--- config.mk ---
export PLATFORM = sky130hd
export DESIGN_NAME = div_fu_ctrl
export DESIGN_NICKNAME = d
export VERILOG_FILES = /design/src/rtl/div_pkg.sv /design/src/rtl/div_sign_fix.sv /design/src/rtl/div_fu_ctrl.sv
export SDC_FILE = /design/constraint.sdc
export NUM_CORES = 1
export LEC_CHECK = 0
export ABC_AREA = 1
export CAP_MARGIN = 20
export CORE_MARGIN = 5
export CORE_UTILIZATION = 56
export CTS_CLUSTER_DIAMETER = 80
export DETAILED_ROUTE_END_ITERATION = 16
export DONT_BUFFER_PORTS = 1
export GPL_TIMING_DRIVEN = 0
export PLACE_DENSITY_LB_ADDON = 0.2
export SYNTH_ARGS = -nofsm -noshare
export SYNTH_HDL_FRONTEND = slang
export SYNTH_SLANG_ARGS = --single-unit
export TNS_END_PERCENT = 1
--- constraint.sdc ---
create_clock -name clk -period 3.7 [get_ports clk]
set_input_delay 0.555 -clock clk [delete_from_list [all_inputs] [get_ports clk]]
set_output_delay 0.555 -clock clk [all_outputs]
set_load 0.02 [all_outputs]
--- src/rtl/div_pkg.sv ---
// Shared types for the RV32M divide functional-unit controller.
// Struct field widths follow the DIV_* defaults; keep the controller parameters equal to them.
package div_pkg;

    localparam int DIV_XLEN   = 32;
    localparam int DIV_ROB_W  = 5;
    localparam int DIV_PREG_W = 6;

    localparam logic [2:0] F3_DIV  = 3'b100;
    localparam logic [2:0] F3_DIVU = 3'b101;
    localparam logic [2:0] F3_REM  = 3'b110;
    localparam logic [2:0] F3_REMU = 3'b111;

    typedef enum logic [2:0] {
        IDLE,
        START,
        BUSY,
        DONE,
        DRAIN
    } div_state_e;

    typedef struct packed {
        logic [2:0]            funct3;
        logic [DIV_XLEN-1:0]   rs1_v;
        logic [DIV_XLEN-1:0]   rs2_v;
        logic [DIV_ROB_W-1:0]  rob_id;
        logic [DIV_PREG_W-1:0] pd;
    } div_req_t;

    // Two's-complement magnitude of a value that is known to be negative when neg=1.
    function automatic logic [DIV_XLEN-1:0] mag(input logic neg, input logic [DIV_XLEN-1:0] v);
        return neg ? -v : v;
    endfunction

endpackage

--- src/rtl/div_sign_fix.sv ---
// Restores the sign of an unsigned divide result and selects quotient or remainder.
// Shared by the divider-return path and the locally resolved special cases.
module div_sign_fix
    import div_pkg::*;
#(
    parameter int XLEN = DIV_XLEN
) (
    input  logic            i_is_rem,
    input  logic [XLEN-1:0] i_quot,
    input  logic [XLEN-1:0] i_rem,
    input  logic            i_q_neg,
    input  logic            i_r_neg,
    output logic [XLEN-1:0] o_result
);

    always_comb begin
        if (i_is_rem) o_result = i_r_neg ? -i_rem : i_rem;
        else          o_result = i_q_neg ? -i_quot : i_quot;
    end

endmodule

--- src/rtl/div_fu_ctrl.sv ---
// Divide FU controller: accepts one RV32M div/rem op, resolves special cases locally,
// runs the unsigned sequential divider otherwise, and returns a sign-corrected result.
module div_fu_ctrl
    import div_pkg::*;
#(
    parameter int XLEN      = DIV_XLEN,
    parameter int ROB_IDX_W = DIV_ROB_W,
    parameter int PREG_W    = DIV_PREG_W,
    parameter int NUM_CYC   = 32
) (
    input  logic                 clk,
    input  logic                 rst,
    input  logic                 flush,
    input  logic                 issue_valid,
    output logic                 issue_ready,
    input  logic [2:0]           issue_funct3,
    input  logic [XLEN-1:0]      issue_rs1_v,
    input  logic [XLEN-1:0]      issue_rs2_v,
    input  logic [ROB_IDX_W-1:0] issue_rob_id,
    input  logic [PREG_W-1:0]    issue_pd,
    output logic                 div_start,
    output logic [XLEN-1:0]      div_a,
    output logic [XLEN-1:0]      div_b,
    output logic                 div_hold,
    input  logic                 div_complete,
    input  logic [XLEN-1:0]      div_quotient,
    input  logic [XLEN-1:0]      div_remainder,
    output logic                 res_valid,
    input  logic                 res_ready,
    output logic [XLEN-1:0]      res_data,
    output logic [ROB_IDX_W-1:0] res_rob_id,
    output logic [PREG_W-1:0]    res_pd
);

    localparam logic [XLEN-1:0] MIN_INT = {1'b1, {(XLEN-1){1'b0}}};

    div_state_e      r_state, w_state_nxt;
    div_req_t        r_req, w_req_in;
    logic [XLEN-1:0] r_div_a, r_div_b, r_res_data;

    logic            w_accept, w_signed, w_neg_a, w_neg_b;
    logic            w_div0, w_ovf, w_special;
    logic [XLEN-1:0] w_mag_a, w_mag_b;
    logic [XLEN-1:0] w_sp_quot, w_sp_rem, w_sp_res;
    logic            w_sp_q_neg;
    logic            w_dv_neg_a, w_dv_neg_b;
    logic [XLEN-1:0] w_dv_res;
    logic            w_unused;

    assign w_accept = issue_valid & (r_state == IDLE) & ~flush;

    // Operand decode on the issue side
    assign w_signed  = ~issue_funct3[0];
    assign w_neg_a   = w_signed & issue_rs1_v[XLEN-1];
    assign w_neg_b   = w_signed & issue_rs2_v[XLEN-1];
    assign w_mag_a   = mag(w_neg_a, issue_rs1_v);
    assign w_mag_b   = mag(w_neg_b, issue_rs2_v);
    assign w_div0    = (issue_rs2_v == '0);
    assign w_ovf     = w_signed & (issue_rs1_v == MIN_INT) & (issue_rs2_v == '1);
    assign w_special = w_div0 | w_ovf;

    // Special cases expressed as magnitudes so the common sign fixer yields the RISC-V result:
    // x/0 -> quotient all ones (never negated), remainder = |x| re-signed to x.
    // MIN/-1 -> |MIN| = MIN with both operands negative, so the quotient stays MIN; remainder 0.
    assign w_sp_quot  = w_div0 ? '1 : w_mag_a;
    assign w_sp_rem   = w_div0 ? w_mag_a : '0;
    assign w_sp_q_neg = w_div0 ? 1'b0 : (w_neg_a ^ w_neg_b);

    div_sign_fix #(.XLEN(XLEN)) u_sp_fix (
        .i_is_rem (issue_funct3[1]),
        .i_quot   (w_sp_quot),
        .i_rem    (w_sp_rem),
        .i_q_neg  (w_sp_q_neg),
        .i_r_neg  (w_neg_a),
        .o_result (w_sp_res)
    );

    // Divider-return path; sign flags come from the latched raw operands
    assign w_dv_neg_a = ~r_req.funct3[0] & r_req.rs1_v[XLEN-1];
    assign w_dv_neg_b = ~r_req.funct3[0] & r_req.rs2_v[XLEN-1];

    div_sign_fix #(.XLEN(XLEN)) u_dv_fix (
        .i_is_rem (r_req.funct3[1]),
        .i_quot   (div_quotient),
        .i_rem    (div_remainder),
        .i_q_neg  (w_dv_neg_a ^ w_dv_neg_b),
        .i_r_neg  (w_dv_neg_a),
        .o_result (w_dv_res)
    );

    always_comb begin
        w_req_in        = '0;
        w_req_in.funct3 = issue_funct3;
        w_req_in.rs1_v  = issue_rs1_v;
        w_req_in.rs2_v  = issue_rs2_v;
        w_req_in.rob_id = issue_rob_id;
        w_req_in.pd     = issue_pd;
    end

    always_ff @(posedge clk) begin
        if (rst) r_state <= IDLE;
        else     r_state <= w_state_nxt;
    end

    // Flush wins over res_ready and div_complete; a started divide is always drained.
    always_comb begin
        w_state_nxt = r_state;
        issue_ready = 1'b0;
        div_start   = 1'b0;
        res_valid   = 1'b0;
        unique case (r_state)
            IDLE: begin
                issue_ready = 1'b1;
                if (w_accept) w_state_nxt = w_special ? DONE : START;
            end
            START: begin
                div_start   = 1'b1;
                w_state_nxt = flush ? DRAIN : BUSY;
            end
            BUSY: begin
                if (flush)             w_state_nxt = DRAIN;
                else if (div_complete) w_state_nxt = DONE;
            end
            DONE: begin
                res_valid = 1'b1;
                if (flush || res_ready) w_state_nxt = IDLE;
            end
            DRAIN: begin
                if (div_complete) w_state_nxt = IDLE;
            end
            default: w_state_nxt = IDLE;
        endcase
    end

    always_ff @(posedge clk) begin
        if (rst) begin
            r_req      <= '0;
            r_div_a    <= '0;
            r_div_b    <= '0;
            r_res_data <= '0;
        end else if (w_accept) begin
            r_req   <= w_req_in;
            r_div_a <= w_mag_a;
            r_div_b <= w_mag_b;
            if (w_special) r_res_data <= w_sp_res;
        end else if (r_state == BUSY && div_complete && !flush) begin
            r_res_data <= w_dv_res;
        end
    end

    assign div_a      = r_div_a;
    assign div_b      = r_div_b;
    assign div_hold   = 1'b0;
    assign res_data   = r_res_data;
    assign res_rob_id = r_req.rob_id;
    assign res_pd     = r_req.pd;

    assign w_unused = &{1'b0, issue_funct3[2], r_req.funct3[2],
                        r_req.rs1_v[XLEN-2:0], r_req.rs2_v[XLEN-2:0]};

`ifndef SYNTHESIS
    logic [15:0] r_busy_cyc;

    always_ff @(posedge clk) begin
        if (rst || r_state != BUSY) r_busy_cyc <= '0;
        else                        r_busy_cyc <= r_busy_cyc + 16'd1;
    end

    always_ff @(posedge clk) begin
        if (!rst) begin
            assert (r_busy_cyc <= 16'(NUM_CYC + 1))
                else $error("divider busy longer than NUM_CYC+1 cycles");
        end
    end

    a_start_pulse: assert property (@(posedge clk) disable iff (rst)
        div_start |=> !div_start);

    a_res_hold: assert property (@(posedge clk) disable iff (rst)
        (res_valid && !res_ready && !flush) |=>
        (res_valid && $stable(res_data) && $stable(res_rob_id) && $stable(res_pd)));
`endif

endmodule
==> metrics.md, run 1 <==
| Metric | Value |
|---|---|
| Detail Route Antenna Nets | 0 |
| WL final | 45200 um |
| Post-synth top flop | dfxtp_1 |
| CP bufs+invs | 6 |
| I/O Pins | 259 |
| FF/Latch Area | 0.00228 sq mm |
| Actual slew at the worst max-slew pin | 1030 ps |
| Post-CTS sizing | 0 |
| Slew headroom | 30.5% |
| Die H | 150 um |
| CP Cell Sequence | inv_1, ha_1, nand2_1, nor2_1, nand2_2, inv_2, nand3_4, inv_4, buf_4, buf_4, nand2_1, ha_1, nand2_1, clkinv_1, nand3_1, nor2_1, nand3_1, nand2_1, nand2_1, nand3_1, nand3_1, nand2_1, a21oi_1 |
| Diode count | 0 |
| CTS tree | built |
| Initial DRC count | 1406 |
| Asr flop ratio synth | 0% |
| Post-Place Cell Area | 0.0114 sq mm |
| YS warnings | 0 |
| Cells after Synth | 1987 |
| Status | complete, no violations |
| Root Buffer | clkbuf_16 |
| First-pass GRT wire length | 69300 um |
| Clk Latency, worst-skew pair | 430 ps |
| # nets final | 2160 |
| Max stage delay on crit path | 280 ps |
| Final instance area | 0.0120 sq mm |
| Initial antenna violation count | 1 |
| Clock tree buffer depth | 2 |
| Min Hold Slack | 261 ps |
| Reg power frac | 33.1% |
| TritonCTS buffer count | 17 |
| Mux share of post-synthesis cell area | 0.0906% |
| Final Non-Filler Cells | 2283 |
| Synth cell types | 58 |
| Psw | 0.00196 W |
| Vias | 13.7k |
| Simple-gate share of the synthesized area | 42.3% |
| Pins over their slew limit | 0 |
| Mapped Avg Cell Area | 5.56 sq um |
| Largest net degree at the start of global routing | 17 |
| Hold Vio Cnt, Final | 0 |
| Clk pwr share | 37.3% |
| Largest fanout on the critical path | 19 |
| CTS sink count | 114 |
| Synth Area in Adders | 0.792% |
| GRT Residual Overflow | 0 |
| Comb power frac | 29.6% |
| Synth Cell Area | 0.0111 sq mm |
| Leakage | 5.83 nW |
| EDFF count, synth | 0 |
| CP arrival | 3690 ps |
| Clock Skews | 11.7 ps |
| Total of max-cap violations | 0 |
| Highest ir drop seen on vdd | 0.320 mV |
| Site Rows | 51 |
| PortBufs | 0 |
| Main combinational cell family by area after synthesis | simple AND/OR/NAND/NOR gates |
| DRC viols | 0 |
| CP Class | in -> reg |
| Width of the die | 150 um |
| Gpl congestion | 1.03 |
| Share of cells above drive strength 1 | 6.49% |
| Worst-path clk slew | 60 ps |
| Most frequent cells in the layout | nand2_1, nor2_1, inv_1 |
| Total GRT Usage | 39.1% |
| Commonest non-fill, non-tap cell in the layout | nand2_1 |
| Filler Cell Count | 2001 |
| Hold crit path type | in -> reg |
| Slowest CP cell | buf_4 |
| Final setup fails | 0 |
| Pwr/cell area | 398 mW/mm^2 |
| Internal | 0.00280 W |
| Core Area | 0.0195 sq mm |
| 1st-pass router iterations | 6 |
| FF+latch count, synth | 114 |
| CP required | 4060 ps |
| Register area share after synthesis | 20.6% |
| Multi-input logic area | 0.00733 sq mm |
| Number of global-route vias before repair | 12.9k |
| Area grow syn2layout | 8.46% |
| Startpoint Class | primary input |
| Setup crit end kind | register |
| H-tree depth | 4 |
| DP Worst Slack | -210 ps |
| Synth Area in Compound Gates | 21.2% |
| Net Sw Frac | 41.1% |
| Reg2Reg Setup Slack | 710 ps |
| DR vias/cell | 5.99 |
| Die Area | 0.0226 sq mm |
| Max Freq | 300 MHz |
| Synthesized net count | 2142 |
| Final critical-path setup slack | 367 ps |
| Post-Place Cells | 2252 |
| Drt wl/cell | 19.8 um |
| Pwr Total | 0.00477 W |
| Clock period minus worst slack | 3330 ps |
| Initial Util | 56.8% |
| CP dominant cell by count | nand2_1 |
| Final period util | 90.1% |
| Critical path's top delay family | simple AND/OR/NAND/NOR gates |
| RSZ-0062 raised after global routing | false |
| Post-synthesis xor/xnor area fraction | 1.82% |
| Detail Placement HPWL | 37000 um |
[power groups by stage]
| stage | Clock [W] | Combinational, W | Sequential [W] |
|---|---|---|---|
| floorplan | 0 | 0.000985 | 0.00156 |
| detailed placement | 0 | 0.00137 | 0.00160 |
| global route | 0.00183 | 0.00155 | 0.00159 |
| global placement | 0 | 0.00135 | 0.00160 |
| finish | 0.00178 | 0.00141 | 0.00157 |
| CTS | 0.00177 | 0.00137 | 0.00157 |
[layout make-up]
class	count	area share (%)
multi-input cells	1533	61.1
clock inverters	15	1.52
inverters	239	7.50
plain buffers	100	4.50
flip-flops and latches	114	19.0
clock buffers	17	3.55
well taps	265	2.77
[metal layers]
metal / global-route usage (%) / share of wire [%] / vias to the layer above
li1: - / - / 6577
met1: 48.8 / 38 / 6124
met2: 59.0 / 42 / 815
met3: 15.6 / 15 / 156
met4: 18.2 / 4.7 / 0
met5: 0 / 0 / -
[logic make-up after synthesis]
kind of cell | count (synthesis)
other cells | 1
simple gates | 1086
mux | 1
compound gates | 415
xor+xnor | 23
flops | 114
buf+inv | 340
fa+ha+maj | 7
[cells in the mapped netlist, types with 2 or more instances]
cell type / count / area [sq um]
nor3_1: 26 / 130
nor4_1: 14 / 87.6
a21o_1: 2 / 15.0
nor2_4: 4 / 45.0
o21ai_0: 153 / 766
inv_2: 6 / 22.5
o21bai_1: 15 / 113
nor2_1: 244 / 916
or2_1: 2 / 12.5
o21ai_2: 3 / 26.3
nand2_2: 20 / 125
inv_1: 230 / 863
xor2_1: 16 / 140
dfxtp_1: 114 / 2280
nor2_2: 15 / 93.8
or2_0: 2 / 12.5
buf_12: 2 / 40.0
buf_1: 6 / 22.5
nand3b_1: 8 / 60.1
nand3_1: 182 / 911
a31oi_1: 10 / 62.6
o21ai_1: 22 / 110
buf_4: 17 / 128
o22ai_1: 12 / 75.1
clkbuf_1: 54 / 203
ha_1: 7 / 87.6
o31ai_1: 6 / 45.0
xnor2_1: 7 / 61.3
nand4_1: 30 / 188
o221ai_1: 13 / 114
clkinv_1: 2 / 7.51
o311ai_0: 3 / 26.3
nand2_1: 526 / 1970
nand2_4: 2 / 22.5
or2_2: 3 / 18.8
buf_6: 5 / 56.3
o211ai_1: 36 / 270
a21oi_1: 133 / 666
buf_2: 16 / 80.1
[state kept, by name, summed over array words and instances, names as in the netlist]
| register | cells |
|---|---|
| div_a | 31 |
| div_b | 31 |
| r_req | 6 |
| r_state | 3 |
| res_data | 32 |
| res_pd | 6 |
| res_rob_id | 5 |
[stage by stage]
step | util (%) | TNS, ps
CTS | 61.6 | 0
floorplan | - | 0
global placement | 58.5 | -953
detailed placement | 58.5 | -1090
finish | 61.6 | 0
global route | 61.6 | 0
[worst register-to-register path: cells and delay by family (launching register included)]
family | cells | cell delay (ps)
AOI/OAI and AO/OA | 5 | 1040
buffers and inverters | 2 | 420
DFF | 1 | 360
and+or+nand+nor | 5 | 1100
[repair_timing]
| action | in CTS | in global routing |
|---|---|---|
| hold buffers | 0 | 0 |
| setup buffers | 0 | 0 |
| setup endpoints to repair | 0 | 6 |
[final timing paths]
| path | end | depth (start not counted) | startpoint |
|---|---|---|---|
| max reg2reg | res_data[26] | 12 | r_req[74] |
| min | res_rob_id[2] | 2 | issue_rob_id[2] |
| min reg2reg | res_pd[4] | 2 | res_pd[4] |
| max | res_data[20] | 23 | issue_rs2_v[0] |
No activity file was read; power rests on OpenSTA's default activity.
==> inputs of run 2 (changes only) <==
- CORE_UTILIZATION: 56 -> 65
==> run 2 against run 1 <==
Total power fell by 2.1%. Fmax down 1.6%. Setup slack got worse by 54 ps. Utilization is 10 points higher.
==> metrics.md, run 2 (synthesis results as in run 1) <==
| Metric | Value |
|---|---|
| GRT Residual Overflow | 0 (unchanged) |
| TritonCTS buffer count | 17 (unchanged) |
| Number of global-route vias before repair | 13.1k (was 12.9k) |
| Diode count | 0 (unchanged) |
| # nets final | 2160 (unchanged) |
| Die H | 140 um (was 150 um) |
| Leakage | 5.80 nW (was 5.83 nW) |
| Largest net degree at the start of global routing | 17 (unchanged) |
| Setup TNS | 0 ps (unchanged) |
| Initial antenna violation count | 0 (was 1) |
| CP arrival | 3730 ps (was 3690 ps) |
| Vias | 14.3k (was 13.7k) |
| Detail Route Antenna Nets | 0 (unchanged) |
| Share of cells above drive strength 1 | 6.34% (was 6.49%) |
| Max reg flops | 32 (unchanged) |
| Area grow syn2layout | 7.75% (was 8.46%) |
| Detail Placement HPWL | 35600 um (was 37000 um) |
| Post-Place Cell Area | 0.0113 sq mm (was 0.0114 sq mm) |
| RSZ-0062 raised after global routing | false (unchanged) |
| Site Rows | 47 (was 51) |
| Final instance area | 0.0119 sq mm (was 0.0120 sq mm) |
| Clock period minus worst slack | 3390 ps (was 3330 ps) |
| Post-CTS sizing | 0 (unchanged) |
| Filler Cell Count | 1476 (was 2001) |
| Actual slew at the worst max-slew pin | 1040 ps (was 1030 ps) |
| 1st-pass router iterations | 7 (was 6) |
| Max stage delay on crit path | 230 ps (was 280 ps) |
| H-tree depth | 4 (unchanged) |
| Die Area | 0.0197 sq mm (was 0.0226 sq mm) |
| Post-CTS Hold Buffers | 0 (unchanged) |
| Startpoint Class | primary input (unchanged) |
| Initial DRC count | 2081 (was 1406) |
| Pins over their slew limit | 0 (unchanged) |
| Slowest CP cell | buf_6 (was buf_4) |
| Total GRT Usage | 43.1% (was 39.1%) |
| Final Non-Filler Cells | 2238 (was 2283) |
| Pwr/cell area | 392 mW/mm^2 (was 398 mW/mm^2) |
| Commonest non-fill, non-tap cell in the layout | nand2_1 (unchanged) |
| Hold Vio Cnt, Final | 0 (unchanged) |
| Largest fanout on the critical path | 19 (unchanged) |
| Slew headroom | 30.3% (was 30.5%) |
| Core Area | 0.0166 sq mm (was 0.0195 sq mm) |
| CTS sink count | 114 (unchanged) |
| Most frequent cells in the layout | nand2_1, nor2_1, inv_1 (unchanged) |
| Status | complete, no violations (unchanged) |
| Width of the die | 140 um (was 150 um) |
| CP Cell Sequence | inv_1, ha_1, nand2_1, nor2_1, nand2_2, inv_2, nand3_4, inv_4, buf_4, buf_6, nand2_1, ha_1, nand2_1, clkinv_1, nand3_1, nor2_1, nand3_1, nand2_1, nand2_1, nand3_1, nand3_1, nand2_1, a21oi_1 (was inv_1, ha_1, nand2_1, nor2_1, nand2_2, inv_2, nand3_4, inv_4, buf_4, buf_4, nand2_1, ha_1, nand2_1, clkinv_1, nand3_1, nor2_1, nand3_1, nand2_1, nand2_1, nand3_1, nand3_1, nand2_1, a21oi_1) |
| DRC viols | 0 (unchanged) |
| PortBufs | 0 (unchanged) |
| Clock tree buffer depth | 2 (unchanged) |
| DR vias/cell | 6.39 (was 5.99) |
| Initial Util | 66.4% (was 56.8%) |
| Drt wl/cell | 20.0 um (was 19.8 um) |
| Post-Place Cells | 2207 (was 2252) |
| Final setup fails | 0 (unchanged) |
| Hold crit path type | in -> reg (unchanged) |
| First-pass GRT wire length | 68600 um (was 69300 um) |
| Worst-path clk slew | 60 ps (about the same) |
| CP required | 4050 ps (was 4060 ps) |
| CP Class | in -> reg (unchanged) |
| WL final | 44800 um (was 45200 um) |
| Root Buffer | clkbuf_16 (unchanged) |
| Total of max-cap violations | 0 (unchanged) |
| Gpl congestion | 1.07 (was 1.03) |
| Clk Latency, worst-skew pair | 430 ps (about the same) |
| CP dominant cell by count | nand2_1 (unchanged) |
| I/O Pins | 259 (unchanged) |
| Highest ir drop seen on vdd | 0.354 mV (was 0.320 mV) |
| Post-CTS Setup Bufs | 0 (unchanged) |
| Final period util | 91.5% (was 90.1%) |
| Setup crit end kind | register (unchanged) |
| Clock Skews | 8.69 ps (was 11.7 ps) |
| Max Freq | 295 MHz (was 300 MHz) |
| CTS tree | built (unchanged) |
-- run 2: critical path: cells and delay by family --
kind | cells | cell delay [ps]
AOI/OAI and AO/OA | 1 | 120
adders and majority gates | 2 | 430
buffers and inverters | 6 | 910
and+or+nand+nor | 14 | 1680
-- run 2: path summary, 6_finish.rpt --
check                        from             to  slack, ps  cells after the start
setup reg to reg        r_req[74]   res_data[24]        590                     10
hold reg to reg     res_rob_id[4]  res_rob_id[4]        470                      2
setup / recovery   issue_rs2_v[0]   res_data[20]        310                     23
hold / removal    issue_rob_id[4]  res_rob_id[4]        270                      2
-- run 2: stage by stage --
stage                     utilization (%)  hold slack [ps]  power (W)  setup slack [ps]
final                                71.6              269    0.00467               313
after global routing                 71.6              274    0.00484              60.1
after CTS                            71.6              269    0.00458               144
after detailed placement             68.1              458    0.00296              -248
after global placement               68.1              453    0.00293              -132
after floorplan                         -              446    0.00254               555
-- run 2: area by class of cell --
cell class              instances  area, sq um  area share, %
plain buffers                 100          543           4.56
clock buffers                  21          450           3.78
clock inverters                11          133           1.11
inverters                     239          900           7.55
multi-input cells            1533         7330           61.5
flip-flops and latches        114         2280           19.2
well taps                     220          275           2.31
-- run 2: where the power goes --
part           switching, W  internal, W
combinational       0.00102     0.000427
sequential         0.000218      0.00135
clock              0.000635      0.00101
-- run 2: routing by layer --
metal | routed length (um) | track usage, %
met5 | 0 | 0
met4 | 2610 | 22.4
met3 | 7700 | 16.4
met2 | 18700 | 65.6
met1 | 15800 | 52.9
